File: config.mk
export PLATFORM = sky130hd
export DESIGN_NAME = serial_unsigned_cmp
export DESIGN_NICKNAME = d
export VERILOG_FILES = /design/src/rtl/serial_unsigned_cmp.sv
export SDC_FILE = /design/constraint.sdc
export NUM_CORES = 1
export LEC_CHECK = 0
export BUFFER_PORTS_ARGS = -buffer_cell sky130_fd_sc_hd__buf_2
export CAP_MARGIN = 20
export CORE_MARGIN = 2
export CORE_UTILIZATION = 59
export DETAILED_ROUTE_END_ITERATION = 12
export GPL_ROUTABILITY_DRIVEN = 1
export PLACE_DENSITY = 0.9
export SYNTH_ARGS = -nofsm -noshare
export SYNTH_HDL_FRONTEND = slang
export SYNTH_SLANG_ARGS = --single-unit
File: constraint.sdc
create_clock -name clk -period 3.46 [get_ports clk]
set_input_delay 1.038 -clock clk [delete_from_list [all_inputs] [get_ports clk]]
set_output_delay 1.038 -clock clk [all_outputs]
set_load 0.01 [all_outputs]
File: src/rtl/serial_unsigned_cmp.sv
// Digit-serial unsigned magnitude comparator.
// Scans two WIDTH-bit operands MSB-first, DIGIT bits per cycle, and stops
// at the first differing digit. Produces a one-hot lt/eq/gt result behind
// valid/ready handshakes on both the operand side and the result side.
module serial_unsigned_cmp #(
  parameter int unsigned WIDTH = 32,
  parameter int unsigned DIGIT = 4
) (
  input  logic             clk,
  input  logic             rst_n,
  input  logic             in_valid,
  output logic             in_ready,
  input  logic [WIDTH-1:0] a,
  input  logic [WIDTH-1:0] b,
  output logic             out_valid,
  input  logic             out_ready,
  output logic             lt,
  output logic             eq,
  output logic             gt,
  output logic             busy
);

  localparam int unsigned NDIG = WIDTH / DIGIT;
  localparam int unsigned CW   = $clog2(NDIG + 1);

  typedef enum logic [1:0] {
    IDLE = 2'd0,
    SCAN = 2'd1,
    DONE = 2'd2
  } state_t;

  state_t            state_q, state_d;
  logic [WIDTH-1:0]  sa_q, sa_d;
  logic [WIDTH-1:0]  sb_q, sb_d;
  logic [CW-1:0]     cnt_q, cnt_d;
  logic              lt_q, lt_d;
  logic              eq_q, eq_d;
  logic              gt_q, gt_d;

  logic [DIGIT-1:0]  da;
  logic [DIGIT-1:0]  db;

  // Current top digits of the two shift registers.
  always_comb begin
    da = sa_q[WIDTH-1 -: DIGIT];
    db = sb_q[WIDTH-1 -: DIGIT];
  end

  // Next-state, datapath and result logic.
  always_comb begin
    state_d = state_q;
    sa_d    = sa_q;
    sb_d    = sb_q;
    cnt_d   = cnt_q;
    lt_d    = lt_q;
    eq_d    = eq_q;
    gt_d    = gt_q;
    unique case (state_q)
      IDLE: begin
        if (in_valid) begin
          sa_d    = a;
          sb_d    = b;
          cnt_d   = CW'(NDIG);
          state_d = SCAN;
        end
      end
      SCAN: begin
        if (da < db) begin
          lt_d    = 1'b1;
          state_d = DONE;
        end else if (da > db) begin
          gt_d    = 1'b1;
          state_d = DONE;
        end else begin
          sa_d  = sa_q << DIGIT;
          sb_d  = sb_q << DIGIT;
          cnt_d = cnt_q - 1'b1;
          // Last digit matched: the whole operands are equal.
          if (cnt_q == CW'(1)) begin
            eq_d    = 1'b1;
            state_d = DONE;
          end
        end
      end
      DONE: begin
        if (out_ready) begin
          lt_d    = 1'b0;
          eq_d    = 1'b0;
          gt_d    = 1'b0;
          state_d = IDLE;
        end
      end
      default: begin
        state_d = IDLE;
      end
    endcase
  end

  // State and datapath registers with asynchronous clear.
  always_ff @(posedge clk or negedge rst_n) begin
    if (!rst_n) begin
      state_q <= IDLE;
      sa_q    <= '0;
      sb_q    <= '0;
      cnt_q   <= '0;
      lt_q    <= 1'b0;
      eq_q    <= 1'b0;
      gt_q    <= 1'b0;
    end else begin
      state_q <= state_d;
      sa_q    <= sa_d;
      sb_q    <= sb_d;
      cnt_q   <= cnt_d;
      lt_q    <= lt_d;
      eq_q    <= eq_d;
      gt_q    <= gt_d;
    end
  end

  // Handshake and status outputs decode only the registered state.
  always_comb begin
    in_ready  = (state_q == IDLE);
    out_valid = (state_q == DONE);
    busy      = (state_q != IDLE);
    lt        = lt_q;
    eq        = eq_q;
    gt        = gt_q;
  end

endmodule
* Word level (Yosys, flattened, before mapping)
Cells that the tools add are included.
Storage, ports and cells: bits of input ports 68, register bits after elaboration 73, logic and storage cells 58
Cells by class: $lt $le $gt $ge 2, reductions and logical operators 9, mux-type cells 28, add/subtract/negate cells 1, equal/unequal tests 11
Operators with widths (number):
- 32-bit 2-to-1 mux | 6
- 32-bit case mux with 2 select lines | 2
- 4-bit 2-to-1 mux | 3
- 2-bit != test (second input constant) | 6
- 2-bit 2-to-1 mux | 5
- 4-bit case mux with 2 select lines | 1
- 4-bit AND reduction | 2
- 1-bit 2-to-1 mux | 7
- 1-bit case mux with 2 select lines | 3
- 2-bit case mux with 3 select lines | 1
- 3-bit AND reduction | 2
- 2-bit nonzero test | 3
- 5-bit AND reduction | 1
- 4-bit by 1-bit equality test with 1-bit output (second input constant) | 1
- 4-bit greater-than comparator | 1
- 4-bit less-than comparator | 1
- 4-bit != test (second input constant) | 1
- 4-bit by 1-bit subtractor with 4-bit output (second input constant) | 1
- 2-bit by 1-bit equality test with 1-bit output (second input constant) | 1
- 2-bit equality test (second input constant) | 1
- 2-bit logical NOT | 1
- 2-bit by 1-bit != test with 1-bit output (second input constant) | 1

* Longest topological paths before layout
Gate-level depths: netlist (run 1).
depth after elaboration 5, depth in mapped cells 8

* Least setup slack after synthesis (run 1)
OpenSTA, ideal clock, no wires.
path kind reg-to-output, from register state_q[0], to output port in_ready, slack 1613 ps, required time 2422 ps, arrival time 809 ps, buffers on the path 0, stages on the path, launching flop included 3, cells stage by stage dfrtp_1 > or2_1 > inv_1
Between the ends: word-level cells in the longest chain between the ends 1
Ends and longest elaborated chain:
- start: declaration | RTL line 32 | state_t state_q, state_d;
- start signal: assignment | RTL line 110 | state_q <= state_d;
- 2-bit logical NOT | RTL line 122 | in_ready = (state_q == IDLE);
- end: declaration | RTL line 12 | output logic in_ready,
Every way passes these cells.

* Final worst setup path (run 1)
from register sa_q[31], to register sa_q[30]
Between the ends: word-level cells in the longest chain between the ends 3, elaborated cells on any way between the ends 5, classes of those cells order compare (2); eq/ne (2); reduce/logical (1)
Ends and longest elaborated chain:
- start: declaration | RTL line 33 | logic [WIDTH-1:0] sa_q, sa_d;
- start signal: assignment | RTL line 103 | sa_q <= '0;
- start signal: assignment | RTL line 111 | sa_q <= sa_d;
- 4-bit greater-than comparator / 4-bit less-than comparator (equally long branches) | RTL line 71, 68
- 2-bit != test (no line)
- 4-bit AND reduction (no line) (*)
Mark *: on every way between the ends. The rest lies on a longest branch, timed or not. A chain may end at the register's enable or synchronous reset.

==> reports/results.env, run 1 <==
STATUS='completed'
DETAIL_ROUTE.WL_PER_CELL_UM=16.1
WL_MET1_UM=3320
WORST_EP_ARRIVAL_TIME_PS=2580
DIE_X_UM=82.0
NETLIST-CELL-TYPE-COUNT=30
MOST_FREQUENT_CELLS_IN_THE_LAYOUT='73 x sky130_fd_sc_hd__dfrtp_1, 72 x sky130_fd_sc_hd__buf_2, 67 x sky130_fd_sc_hd__nand3_1'
POSTROUTEWIRELENGTH_UM=7760
VIA_PER_INST=5.80
TOTAL_INSERTED_ANTENNA_CELLS=0
ROUTED.TOP_LAYER='met4'
FINAL_PERIOD_MINUS_WORST_SETUP_SLACK_PS=2370
MAXIMUM_NUMBER_OF_BUFFERS_FROM_CLOCK_ROOT_TO_SINK=2
REMAINING_DRC_ERRORS=0
SYNTHCELLS=344
CLOCK_SINK_COUNT=73
VIAS=2797
WORSTREGTOREGCELLS=6
SYNTH.AVG_CELL_AREA_UM2=10.4
YS_SEQ_ELEMENTS=73
INITIAL_CORE_UTIL_PCT=60.9
GRT_FIRST_PASS_WIRELENGTH_UM=12900
YS_SEQ_AREA_SHARE_PCT=50.9
WORST_PIN_SLEW_PS=909
POWER_DENS_CELLS_mW_PER_MM2=867
WORSTPATHREQUIRED_PS=3670
NUM-FILL-CELLS=424
PWR-SHARE-CLK_PCT=17.7
REG2REG_SETUP_SLACK_PS=1090
TIMING.CLOCK.SKEW_PS=7.55
REGISTER_AREA_MM2=0.00183
ANTENNA_LEFT=0
HOLD-PATH-ENDPOINT='eq'
POST_CTS_RESIZE_COUNT=0
ROWS=28
SYNTH_WARNINGS=0
CTS_INSERTED_BUFFERS=9
TOTALNEGATIVESETUPSLACK_PS=0
LAYOUT.CELLS.MOST_COMMON='sky130_fd_sc_hd__dfrtp_1'
CRIT_PATH_LARGEST_CELL_DELAY_PS=470
WORSTHOLDPATHCELLS=1
POSTSYNTH.ASYNCRESETSHARE_PCT=100
MAX-VDD-IR-DROP_mV=0.536
MAX_CAP_VIOLATIONS=0
SLEW_HEADROOM_PCT=39.4
AREAGROWTHSYNTHTOFINISH_PCT=14.4
SYNTH-EDFF-COUNT=0
DRIVE_GT1_SHARE_PCT=25.8
DIE_H_UM=82.0
SETUP_REPAIR_AFTER_GLOBAL_ROUTING_MISSED_ITS_MARGIN='no'
DIEAREA_MM2=0.00672
PLACE_CONGESTION=0.759
NUM_IO_PINS=74
REG2REG_TO='sa_q[30]'
CTS.REPORTEDPATHS.CLKPINSLEW_PS=80
CTS.REPAIR_TIMING.SETUP_BUFFER_COUNT=0
NUMBER_OF_GLOBAL_ROUTE_VIAS_BEFORE_REPAIR=2699
DR.PASS1.ITERS=4
MAX_FREQ_MHz=423
SETUP.WORST_PATH.START_CLASS='flop'
MET3ROUTEDLENGTH_UM=364
POSTCTSHOLDBUFS=0
NUM-NETS-FINAL=477
ENDPOINT_KIND='flop'
LEAKAGEPOWER_nW=1.93
LAYOUT_WORST_PATH_CYCLE_SHARE_PCT=68.4
SYNTH-MAIN-FF-CELL='sky130_fd_sc_hd__dfrtp_1'
REPORT.FINAL.SETUP_VIOL=0
LAYOUT.CELLS.NON_FILLER=482
WORST_HOLD_PATH_TYPE='reg -> reg'
POWER.COMBINATIONAL.FRACTION_PCT=40.2
DETAIL_ROUTE.ITER0.VIOLATIONS=316
TIMING_HOLD_VIOLATIONS_FINAL=0
MET2ROUTEDLENGTH_UM=3930
HTREEDEPTH=3
SYN-CELL-AREA_MM2=0.00359
GLOBAL_ROUTE.OVERFLOW_TOTAL=0
HOLD_START='eq'
CTS_ROOT_BUFFER='sky130_fd_sc_hd__clkbuf_8'
GLOBALROUTETOTALUTIL_PCT=25.8
CRIT_SLOWEST_CELL='sky130_fd_sc_hd__buf_4'
MULTI_INPUT_GATE_AREA_IN_THE_FINAL_LAYOUT_MM2=0.00156
GRT_START_MAX_NET_PINS=76
IO_BUFFER_COUNT=73
CRIT-REG2REG-LAUNCH='sa_q[31]'
NUMBER_OF_ANTENNA_VIOLATIONS_AT_THE_FIRST_CHECK_IN_GLOBAL_ROUTING=0
CTS_TREE='yes'
SEQ_POWER_SHARE_PCT=42.0
POWER_SWITCHING_mW=1.36
CRIT_PATH_CELL_TRACE='ha_1, a21oi_1, a311o_2, and2_2, buf_4, o21ai_0'
CLKLATENCYLATEPIN_PS=340
SWSHARE_PCT=38.2
COREAREA_MM2=0.00589
DPL.HPWL_UM=4870
POST_SYN_NETS=418
PLACED_CELLS_INCL_TAPS=467
P_INT_mW=2.20
CP_MAX_FO=41
TIMING_MAX_TRANSITION_VIOLATIONS_FINAL=0
PATH_CLASS='reg -> reg'
==> metrics by stage <==
step	hold slack (ps)	setup slack [ps]	utilization, %	total power, mW	cell area [um^2]
6_report	485	1090	69.7	3.56	4100
3_3_place_gp	469	1180	66.7	2.83	3930
3_5_place_dp	474	1130	66.7	2.93	3930
2_1_floorplan	466	1610	-	2.61	3590
4_1_cts	491	1110	69.7	3.58	4100
5_1_grt	510	898	69.7	3.85	4100
==> power by group through the flow <==
| stage | clock (mW) | sequential [mW] | combinational (mW) |
|---|---|---|---|
| floorplan | 0 | 1.44 | 1.17 |
| global placement | 0 | 1.48 | 1.35 |
| detailed placement | 0 | 1.50 | 1.42 |
| CTS | 0.644 | 1.49 | 1.44 |
| global route | 0.679 | 1.55 | 1.62 |
| finish | 0.631 | 1.50 | 1.43 |
==> cell families (layout without fill, tap and decap cells) <==
logic type / Yosys count / in the layout / synth area share (%)
compound gates: 70 / 70 / 11.4
fa+ha+maj: 6 / 6 / 2.09
buf+inv: 38 / 101 / 5.86
flops: 73 / 73 / 50.9
mux: 56 / 56 / 15.6
simple gates: 101 / 101 / 14.1
==> worst max-delay path by stage <==
| stage | from | to | slack [ps] | cells past startpoint |
|---|---|---|---|---|
| after floorplan | state_q[0] | in_ready | 1610 | 2 |
| after global placement | in_valid | sa_q[29] | 1180 | 5 |
| after detailed placement | sa_q[31] | sa_q[30] | 1130 | 6 |
| after CTS | sa_q[31] | sa_q[30] | 1110 | 6 |
| after global routing | sa_q[31] | sa_q[30] | 900 | 6 |
| final | sa_q[31] | sa_q[30] | 1090 | 6 |
==> flip-flops by register name (all words and copies together), names as in the netlist <==
signal   count
cnt_q        4
eq           1
gt           1
lt           1
sa_q        32
sb_q        32
state_q      2
==> critical path: cells and delay by family, from the launching register on <==
kind	cells	cell delay, ps
simple gates	1	300
buf+inv	1	470
fa+ha+maj	1	330
compound gates	3	700
flops	1	390
==> cell type report <==
class	instances	area share (%)
timing repair buffer	77	10.0
clock inverter	4	1.10
sequential	73	44.5
inverter	9	0.823
tap	75	2.29
clock buffer	11	3.20
multi-input combinational	233	38.1
==> cell usage after synthesis (all sizes together), types with 2 or more instances <==
master  number  area, um^2
dfrtp       73        1830
nor2b        3        18.8
o21a         2        15.0
nand2b       3        26.3
and2         2        12.5
or3          2        12.5
buf         28         173
mux2i       56         561
a21oi        3        15.0
inv          9        33.8
nand3       67         335
ha           6        75.1
nand2       20        75.1
o21ai       60         338
==> per-layer routing <==
layer | GRT usage (%) | up-vias
li1 | - | 1337
met1 | 34.3 | 1366
met2 | 40.2 | 81
met3 | 6.70 | 13
met4 | 10.8 | 0
met5 | 0 | -
Note: power is estimated with default switching activity, not from simulation.
==> inputs of run 2 (changes only) <==
ABC_AREA = 1   (was not set)
CORE_UTILIZATION = 55   (was 59)
PLACE_DENSITY = 0.85   (was 0.9)
clock period = 2.5 ns   (was 3.46 ns; I/O delays follow)
==> reports/results.env, run 2 <==
NUMBER_OF_ANTENNA_VIOLATIONS_AT_THE_FIRST_CHECK_IN_GLOBAL_ROUTING=0  # unchanged
LAYOUT.CELLS.MOST_COMMON='sky130_fd_sc_hd__nand2_1'
CTS_ROOT_BUFFER='sky130_fd_sc_hd__clkbuf_8'
POST_CTS_RESIZE_COUNT=0  # unchanged
VIAS=3615  # +29%
REPORT.FINAL.SETUP_VIOL=0  # unchanged
POWER.COMBINATIONAL.FRACTION_PCT=40.5  # +0.3 points
MAXIMUM_NUMBER_OF_BUFFERS_FROM_CLOCK_ROOT_TO_SINK=2  # unchanged
COREAREA_MM2=0.00672  # +14%
WORSTPATHREQUIRED_PS=2780  # -890 ps
CTS.REPORTEDPATHS.CLKPINSLEW_PS=70  # about the same
PWR-SHARE-CLK_PCT=19.5  # +1.8 points
PLACE_CONGESTION=0.814  # +7.3%
WORST_EP_ARRIVAL_TIME_PS=2250  # -330 ps
MAX_FREQ_MHz=507  # +20%
DIEAREA_MM2=0.00756  # +13%
POSTSYNTH.ASYNCRESETSHARE_PCT=100  # unchanged
WORSTSETUPSTARTPOINT='sa_q[31]'
CTS_INSERTED_BUFFERS=9  # unchanged
POST_SYN_NETS=617  # +48%
YOSYSTOPAREACELLSHARE_PCT=48.3  # -2.7 points
VIA_PER_INST=5.25  # -9.6%
LAYOUT_WORST_PATH_CYCLE_SHARE_PCT=78.9  # +10 points
POSTCTSHOLDBUFS=0  # unchanged
REG.LARGEST.LIST='sa_q (32), sb_q (32), cnt_q (4)'
REMAINING_DRC_ERRORS=0  # unchanged
WORSTREGTOREGCELLS=10  # +4
CRIT-REG2REG-LAUNCH='sa_q[31]'
DETAIL_ROUTE.WL_PER_CELL_UM=13.1  # -19%
GLOBALROUTETOTALUTIL_PCT=25.6  # -0.16 points
YS_SEQ_AREA_SHARE_PCT=48.3  # -2.7 points
CRIT_PATH_LARGEST_CELL_DELAY_PS=420  # -50 ps
DPL.HPWL_UM=5760  # +18%
NUM-FILL-CELLS=631  # +49%
ANTENNA_LEFT=0  # unchanged
SETUP_REPAIR_AFTER_GLOBAL_ROUTING_MISSED_ITS_MARGIN='no'
WORST_HOLD_PATH_TYPE='in -> async'
CRIT_SLOWEST_CELL='sky130_fd_sc_hd__dfrtp_1'
TIMING_HOLD_VIOLATIONS_FINAL=0  # unchanged
NUM_IO_PINS=74  # unchanged
TIMING_MAX_TRANSITION_VIOLATIONS_FINAL=0  # unchanged
YS_TOP_CELLS_BY_COUNT='324 x sky130_fd_sc_hd__nand2_1, 73 x sky130_fd_sc_hd__dfrtp_1, 73 x sky130_fd_sc_hd__nand3_1'
PLACED_CELL_AREA_MM2=0.00420  # +7.0%
CTS.REPAIR_TIMING.SETUP_BUFFER_COUNT=0  # unchanged
SYN-CELL-AREA_MM2=0.00378  # +5.5%
STATUS='completed'
TIMING.CRITICAL_PATH.BUF_INV=2  # +1
CP_COMMON_CELL='sky130_fd_sc_hd__nand2_1'
DETAIL_ROUTE.ITER0.VIOLATIONS=242  # -23%
CRIT_PATH_CELL_TRACE='ha_1, nand2_1, nor2_1, inv_1, nor2_1, nand2_2, nand2_2, buf_4, nand2_1, nand2_1'
ENDPOINT_KIND='flop'
PATH_CLASS='reg -> reg'
DIE_H_UM=87.0  # +6.1%
MAX_CAP_VIOLATIONS=0  # unchanged
SWSHARE_PCT=40.7  # +2.5 points
TIMING.CLOCK.SKEW_PS=7.67  # +0.125 ps
CLOCK_SINK_COUNT=73  # unchanged
SYNTH-EDFF-COUNT=0  # unchanged
DIE_X_UM=87.0  # +6.1%
SYNTH_MOST_COMMON_CELL='sky130_fd_sc_hd__nand2_1'
WORST_SLACK_PS=529  # -565 ps
WORST_PIN_SLEW_PS=625  # -284 ps
FINISH.INSTANCE_AREA_MM2=0.00441  # +7.5%
CRIT_FAMILY='simple AND/OR/NAND/NOR gates'
SEQ_POWER_SHARE_PCT=39.9  # -2.1 points
DRIVE_GT1_SHARE_PCT=16.7  # -9.0 points
AREAGROWTHSYNTHTOFINISH_PCT=16.6
GRT_FIRST_PASS_WIRELENGTH_UM=15200  # +18%
POWER_SWITCHING_mW=2.11  # +55%
SLEW_HEADROOM_PCT=58.3  # +19 points
TOTALNEGATIVESETUPSLACK_PS=0  # unchanged
POWER_DENS_CELLS_mW_PER_MM2=1170  # +35%
SYNTH.AVG_CELL_AREA_UM2=6.97  # -33%
REG2REG_TO='sa_q[29]'
SYNTH.LARGEST_AREA_CELL='sky130_fd_sc_hd__dfrtp_1'
FINAL_PERIOD_MINUS_WORST_SETUP_SLACK_PS=1970  # -395 ps
SETUP.WORST_PATH.START_CLASS='flop'
MAX-VDD-IR-DROP_mV=0.590  # +10%
PRE_CTS_SLACK_PS=656  # -477 ps
HTREEDEPTH=3  # unchanged
CP_MAX_FO=27  # -34%
YS_SEQ_ELEMENTS=73  # unchanged
NETLIST-CELL-TYPE-COUNT=19  # -37%
CTS_TREE='yes'
SYNTH_WARNINGS=0  # unchanged
ROWS=30  # +7.1%
TOTAL_INSERTED_ANTENNA_CELLS=0  # unchanged
REG2REG_SETUP_SLACK_PS=530  # -560 ps
P_INT_mW=3.07  # +39%
MOST_FREQUENT_CELLS_IN_THE_LAYOUT='323 x sky130_fd_sc_hd__nand2_1, 73 x sky130_fd_sc_hd__nand3_1, 73 x sky130_fd_sc_hd__dfrtp_1'
CLKLATENCYLATEPIN_PS=350  # about the same
LEAKAGEPOWER_nW=2.62  # +35%
SYNTH-MAIN-FF-CELL='sky130_fd_sc_hd__dfrtp_1'
POSTROUTEWIRELENGTH_UM=9000  # +16%
NUMBER_OF_GLOBAL_ROUTE_VIAS_BEFORE_REPAIR=3407  # +26%
SYNTHCELLS=543  # +58%
GRT_START_MAX_NET_PINS=74  # -2.6%
SYNTHTOPCELLSBYAREA='sky130_fd_sc_hd__dfrtp_1 48%, sky130_fd_sc_hd__nand2_1 32%, sky130_fd_sc_hd__nand3_1 9.7%, sky130_fd_sc_hd__clkbuf_1 2.2%, sky130_fd_sc_hd__ha_1 2.0%'
INITIAL_CORE_UTIL_PCT=56.3  # -4.6 points
GLOBAL_ROUTE.OVERFLOW_TOTAL=0  # unchanged
NUM-NETS-FINAL=679  # +42%
IO_BUFFER_COUNT=73  # unchanged
DR.PASS1.ITERS=5  # +1
==> run 2: changes by cell type in the layout (fill, tap and decap cells not counted), moves of 6 or more <==
cell,change
sky130_fd_sc_hd__buf_4,+6
sky130_fd_sc_hd__o21ai_1,-30
sky130_fd_sc_hd__nand2_1,+304
sky130_fd_sc_hd__nand3_1,+6
sky130_fd_sc_hd__nor2_1,+7
sky130_fd_sc_hd__o21ai_2,-10
sky130_fd_sc_hd__inv_1,+7
sky130_fd_sc_hd__o21ai_0,-18
sky130_fd_sc_hd__mux2i_1,-56
==> run 2: routing by layer <==
metal  GRT usage, %  vias to the layer above  wire length, um  part of all wire (%)
met5              0                        -                0                     0
met1           34.8                     1694             4140                    46
met3           4.83                       15              544                   6.0
met2           40.4                      112             4150                    46
li1               -                     1794                -                     -
met4           10.9                        0              158                   1.8
==> run 2: worst max path at each step <==
stage / to / cells past startpoint
detailed placement: sb_q[28] / 8
floorplan: sa_q[10] / 11
finish: sa_q[29] / 10
global placement: sa_q[18] / 6
global route: sb_q[14] / 10
CTS: out_valid / 3
==> run 2: layout make-up <==
class | instances | area, um^2 | area share, %
clock buffer | 12 | 145 | 3.29
clock inverter | 3 | 65.1 | 1.47
inverter | 18 | 67.6 | 1.53
multi-input combinational | 420 | 1750 | 39.7
sequential | 73 | 1830 | 41.4
tap | 80 | 100 | 2.27
timing repair buffer | 83 | 455 | 10.3
==> run 2: worst reg2reg max path, cell delays in order, from the launching register on <==
cell	delay [ps]
sky130_fd_sc_hd__dfrtp_1	420
sky130_fd_sc_hd__ha_1	330
sky130_fd_sc_hd__nand2_1	80
sky130_fd_sc_hd__nor2_1	160
sky130_fd_sc_hd__inv_1	70
sky130_fd_sc_hd__nor2_1	170
sky130_fd_sc_hd__nand2_2	110
sky130_fd_sc_hd__nand2_2	70
sky130_fd_sc_hd__buf_4	300
sky130_fd_sc_hd__nand2_1	110
sky130_fd_sc_hd__nand2_1	80
==> run 2: cell families (layout without fill, tap and decap cells) <==
kind of cell | Yosys count | count (layout) | synth area share (%)
adder cells (fa/ha/maj) | 6 | 6 | 1.98
AND/OR/NAND/NOR | 409 | 409 | 43.4
flip-flops | 73 | 73 | 48.3
XOR/XNOR | 2 | 2 | 0.463
buffers and inverters | 50 | 116 | 5.52
AO/OA/AOI/OAI | 3 | 3 | 0.397
==> run 2: metrics by stage <==
stage	utilization, %	total power [mW]	std cells	hold WS, ps
after global routing	65.7	5.62	689	429
after detailed placement	62.5	4.16	674	456
after CTS	65.7	5.19	689	416
final	65.7	5.17	689	399
after global placement	62.5	4.06	674	461
after floorplan	-	3.60	543	454
==> run 2: power by group through the flow <==
stage / registers [mW] / logic [mW] / clock network, mW
after global placement: 2.05 / 2.00 / 0
after global routing: 2.12 / 2.42 / 1.08
after detailed placement: 2.07 / 2.09 / 0
final: 2.07 / 2.10 / 1.01
after floorplan: 1.99 / 1.60 / 0
after CTS: 2.06 / 2.11 / 1.03
==> inputs of run 3 (changes only) <==
CORE_UTILIZATION = 50   (was 55)
PLACE_DENSITY = 0.81   (was 0.85)
clock period = 1.8 ns   (was 2.5 ns; I/O delays follow)
==> reports/results.env, run 3 (synthesized netlist as in run 2, its figures left out) <==
CTS_ROOT_BUFFER='sky130_fd_sc_hd__clkbuf_8'
LAYOUT_WORST_PATH_CYCLE_SHARE_PCT=95.1  # +16 points
DR.PASS1.ITERS=5  # unchanged
INITIAL_CORE_UTIL_PCT=51.9  # -4.4 points
CRIT-REG2REG-LAUNCH='sa_q[31]'
GLOBALROUTETOTALUTIL_PCT=22.5  # -3.1 points
NUMBER_OF_ANTENNA_VIOLATIONS_AT_THE_FIRST_CHECK_IN_GLOBAL_ROUTING=0  # unchanged
REPORT.FINAL.SETUP_VIOL=0  # unchanged
REG2REG_SETUP_SLACK_PS=90  # -440 ps
ANTENNA_LEFT=0  # unchanged
WORST_PIN_SLEW_PS=396  # -229 ps
DIE_X_UM=91.0  # +4.7%
FINISH.INSTANCE_AREA_MM2=0.00452  # +2.5%
LAYOUT.CELLS.MOST_COMMON='sky130_fd_sc_hd__nand2_1'
DIE_H_UM=91.0  # +4.7%
REGISTER_AREA_MM2=0.00183  # unchanged
WORST_HOLD_SLACK_PS=117  # -282 ps
CLKLATENCYLATEPIN_PS=350  # about the same
VIAS=3567  # -1.3%
TOTAL_INSERTED_ANTENNA_CELLS=0  # unchanged
CLOCK_SINK_COUNT=73  # unchanged
CTS_TREE='yes'
MULTI_INPUT_GATE_AREA_IN_THE_FINAL_LAYOUT_MM2=0.00179  # +2.0%
MAX_FREQ_MHz=584  # +15%
CTS.REPORTEDPATHS.CLKPINSLEW_PS=70  # about the same
ROWS=31  # +3.3%
MAXIMUM_NUMBER_OF_BUFFERS_FROM_CLOCK_ROOT_TO_SINK=2  # unchanged
CTS_INSERTED_BUFFERS=9  # unchanged
TIMING_HOLD_VIOLATIONS_FINAL=0  # unchanged
TIMING.CLOCK.SKEW_PS=4.51  # -3.16 ps
POWER_DENS_CELLS_mW_PER_MM2=1570  # +34%
MAX_CAP_VIOLATIONS=0  # unchanged
DIEAREA_MM2=0.00828  # +9.5%
DETAIL_ROUTE.ITER0.VIOLATIONS=233  # -3.7%
REMAINING_DRC_ERRORS=0  # unchanged
WORSTPATHREQUIRED_PS=2090  # -690 ps
SETUP.WORST_PATH.START_CLASS='flop'
WORSTREGTOREGCELLS=10  # unchanged
POSTCTSHOLDBUFS=0  # unchanged
MAX-VDD-IR-DROP_mV=0.747  # +27%
LEAKAGEPOWER_nW=2.65  # +1.2%
DRIVE_GT1_SHARE_PCT=17.7  # +0.96 points
WORST_EP_ARRIVAL_TIME_PS=2000  # -250 ps
COREAREA_MM2=0.00729  # +8.5%
PLACE_CONGESTION=0.842  # +3.4%
PATH_CLASS='reg -> reg'
GRT_START_MAX_NET_PINS=62  # -16%
GLOBAL_ROUTE.OVERFLOW_TOTAL=0  # unchanged
DPL.HPWL_UM=5970  # +3.6%
REG2REG_TO='sa_q[10]'
STATUS='completed'
GRT_FIRST_PASS_WIRELENGTH_UM=15100  # -0.54%
DETAIL_ROUTE.WL_PER_CELL_UM=12.9  # -1.0%
NUMBER_OF_GLOBAL_ROUTE_VIAS_BEFORE_REPAIR=3253  # -4.5%
TIMING_MAX_TRANSITION_VIOLATIONS_FINAL=0  # unchanged
CP_MAX_FO=30  # +11%
REG.LARGEST.LIST='sa_q (32), sb_q (32), cnt_q (4)'
NUM-NETS-FINAL=682  # +0.44%
AREAGROWTHSYNTHTOFINISH_PCT=19.4
POSTROUTEWIRELENGTH_UM=9160  # +1.8%
IO_BUFFER_COUNT=73  # unchanged
PLACED_CELL_AREA_MM2=0.00430  # +2.4%
SLEW_HEADROOM_PCT=73.6  # +15 points
VIA_PER_INST=5.03  # -4.1%
NUM-FILL-CELLS=676  # +7.1%
MOST_FREQUENT_CELLS_IN_THE_LAYOUT='322 x sky130_fd_sc_hd__nand2_1, 73 x sky130_fd_sc_hd__nand3_1, 73 x sky130_fd_sc_hd__dfrtp_1'
FINAL_PERIOD_MINUS_WORST_SETUP_SLACK_PS=1710  # -260 ps
SETUP_REPAIR_AFTER_GLOBAL_ROUTING_MISSED_ITS_MARGIN='yes'
WORST_HOLD_PATH_TYPE='in -> async'
HTREEDEPTH=3  # unchanged
NUM_IO_PINS=74  # unchanged
ENDPOINT_KIND='flop'
-- run 3: cell count changes in the layout (fill, tap and decap cells not counted), sizes merged --
cell / previous run / this run
buf: 83 / 85
bufinv: 2 / 0
clkbuf: 12 / 13
-- run 3: through the flow --
| step | TNS [ps] | worst slack, ps | power (mW) | instances | utilization, % |
|---|---|---|---|---|---|
| detailed placement | 0 | 62.1 | 5.89 | 695 | 59.0 |
| CTS | 0 | 52.7 | 6.97 | 708 | 61.1 |
| global route | -580 | -40.2 | 7.72 | 709 | 62.0 |
| finish | 0 | 88.6 | 7.08 | 709 | 62.0 |
| floorplan | 0 | 151 | 4.99 | 543 | - |
| global placement | 0 | 105 | 5.73 | 695 | 59.0 |
-- run 3: worst max-delay path by stage --
stage          depth (start not counted)        to  startpoint  slack [ps]
3_5_place_dp                           9   sb_q[8]    sa_q[31]          60
2_1_floorplan                         11  sa_q[10]    sa_q[31]         150
4_1_cts                               11  sa_q[16]    sb_q[29]          50
5_1_grt                               11   sb_q[5]    sb_q[29]         -40
3_3_place_gp                          11  sa_q[18]    sb_q[31]         100
6_report                              10  sa_q[10]    sa_q[31]          90
-- run 3: timing repair --
item                       CTS  global route
setup endpoints to repair    0            68
gates resized for setup      0            11
buffers inserted             0             0
-- run 3: final cells by class --
class | instances | share of cell area, %
Clock inverter | 1 | 0.111
Timing Repair Buffer | 86 | 12.5
Sequential cell | 73 | 40.4
Tap cell | 99 | 2.74
Multi-Input combinational cell | 420 | 39.5
Inverter | 18 | 1.49
Clock buffer | 12 | 3.21
-- run 3: critical path, cell delays in order, from the launching register on --
cell                      delay (ps)
sky130_fd_sc_hd__dfrtp_1         410
sky130_fd_sc_hd__ha_4            280
sky130_fd_sc_hd__nand2_1          80
sky130_fd_sc_hd__nor2_2          160
sky130_fd_sc_hd__inv_2            70
sky130_fd_sc_hd__nor2_4          110
sky130_fd_sc_hd__nand2_4         110
sky130_fd_sc_hd__nand2_4         100
sky130_fd_sc_hd__buf_12          180
sky130_fd_sc_hd__nand2_1          80
sky130_fd_sc_hd__nand2_1          60
-- run 3: where the power goes --
part | internal [mW] | leakage [nW] | switching, mW | total (mW)
combinational | 1.18 | 1.66 | 1.95 | 3.13
sequential | 2.41 | 0.911 | 0.469 | 2.88
clock | 0.514 | 0.0782 | 0.557 | 1.07
-- run 3: metal layers --
metal,GRT usage [%],wire [um]
met1,32.2,4180
met2,34.6,4360
met3,4.48,529
met4,6.94,95
met5,0,0
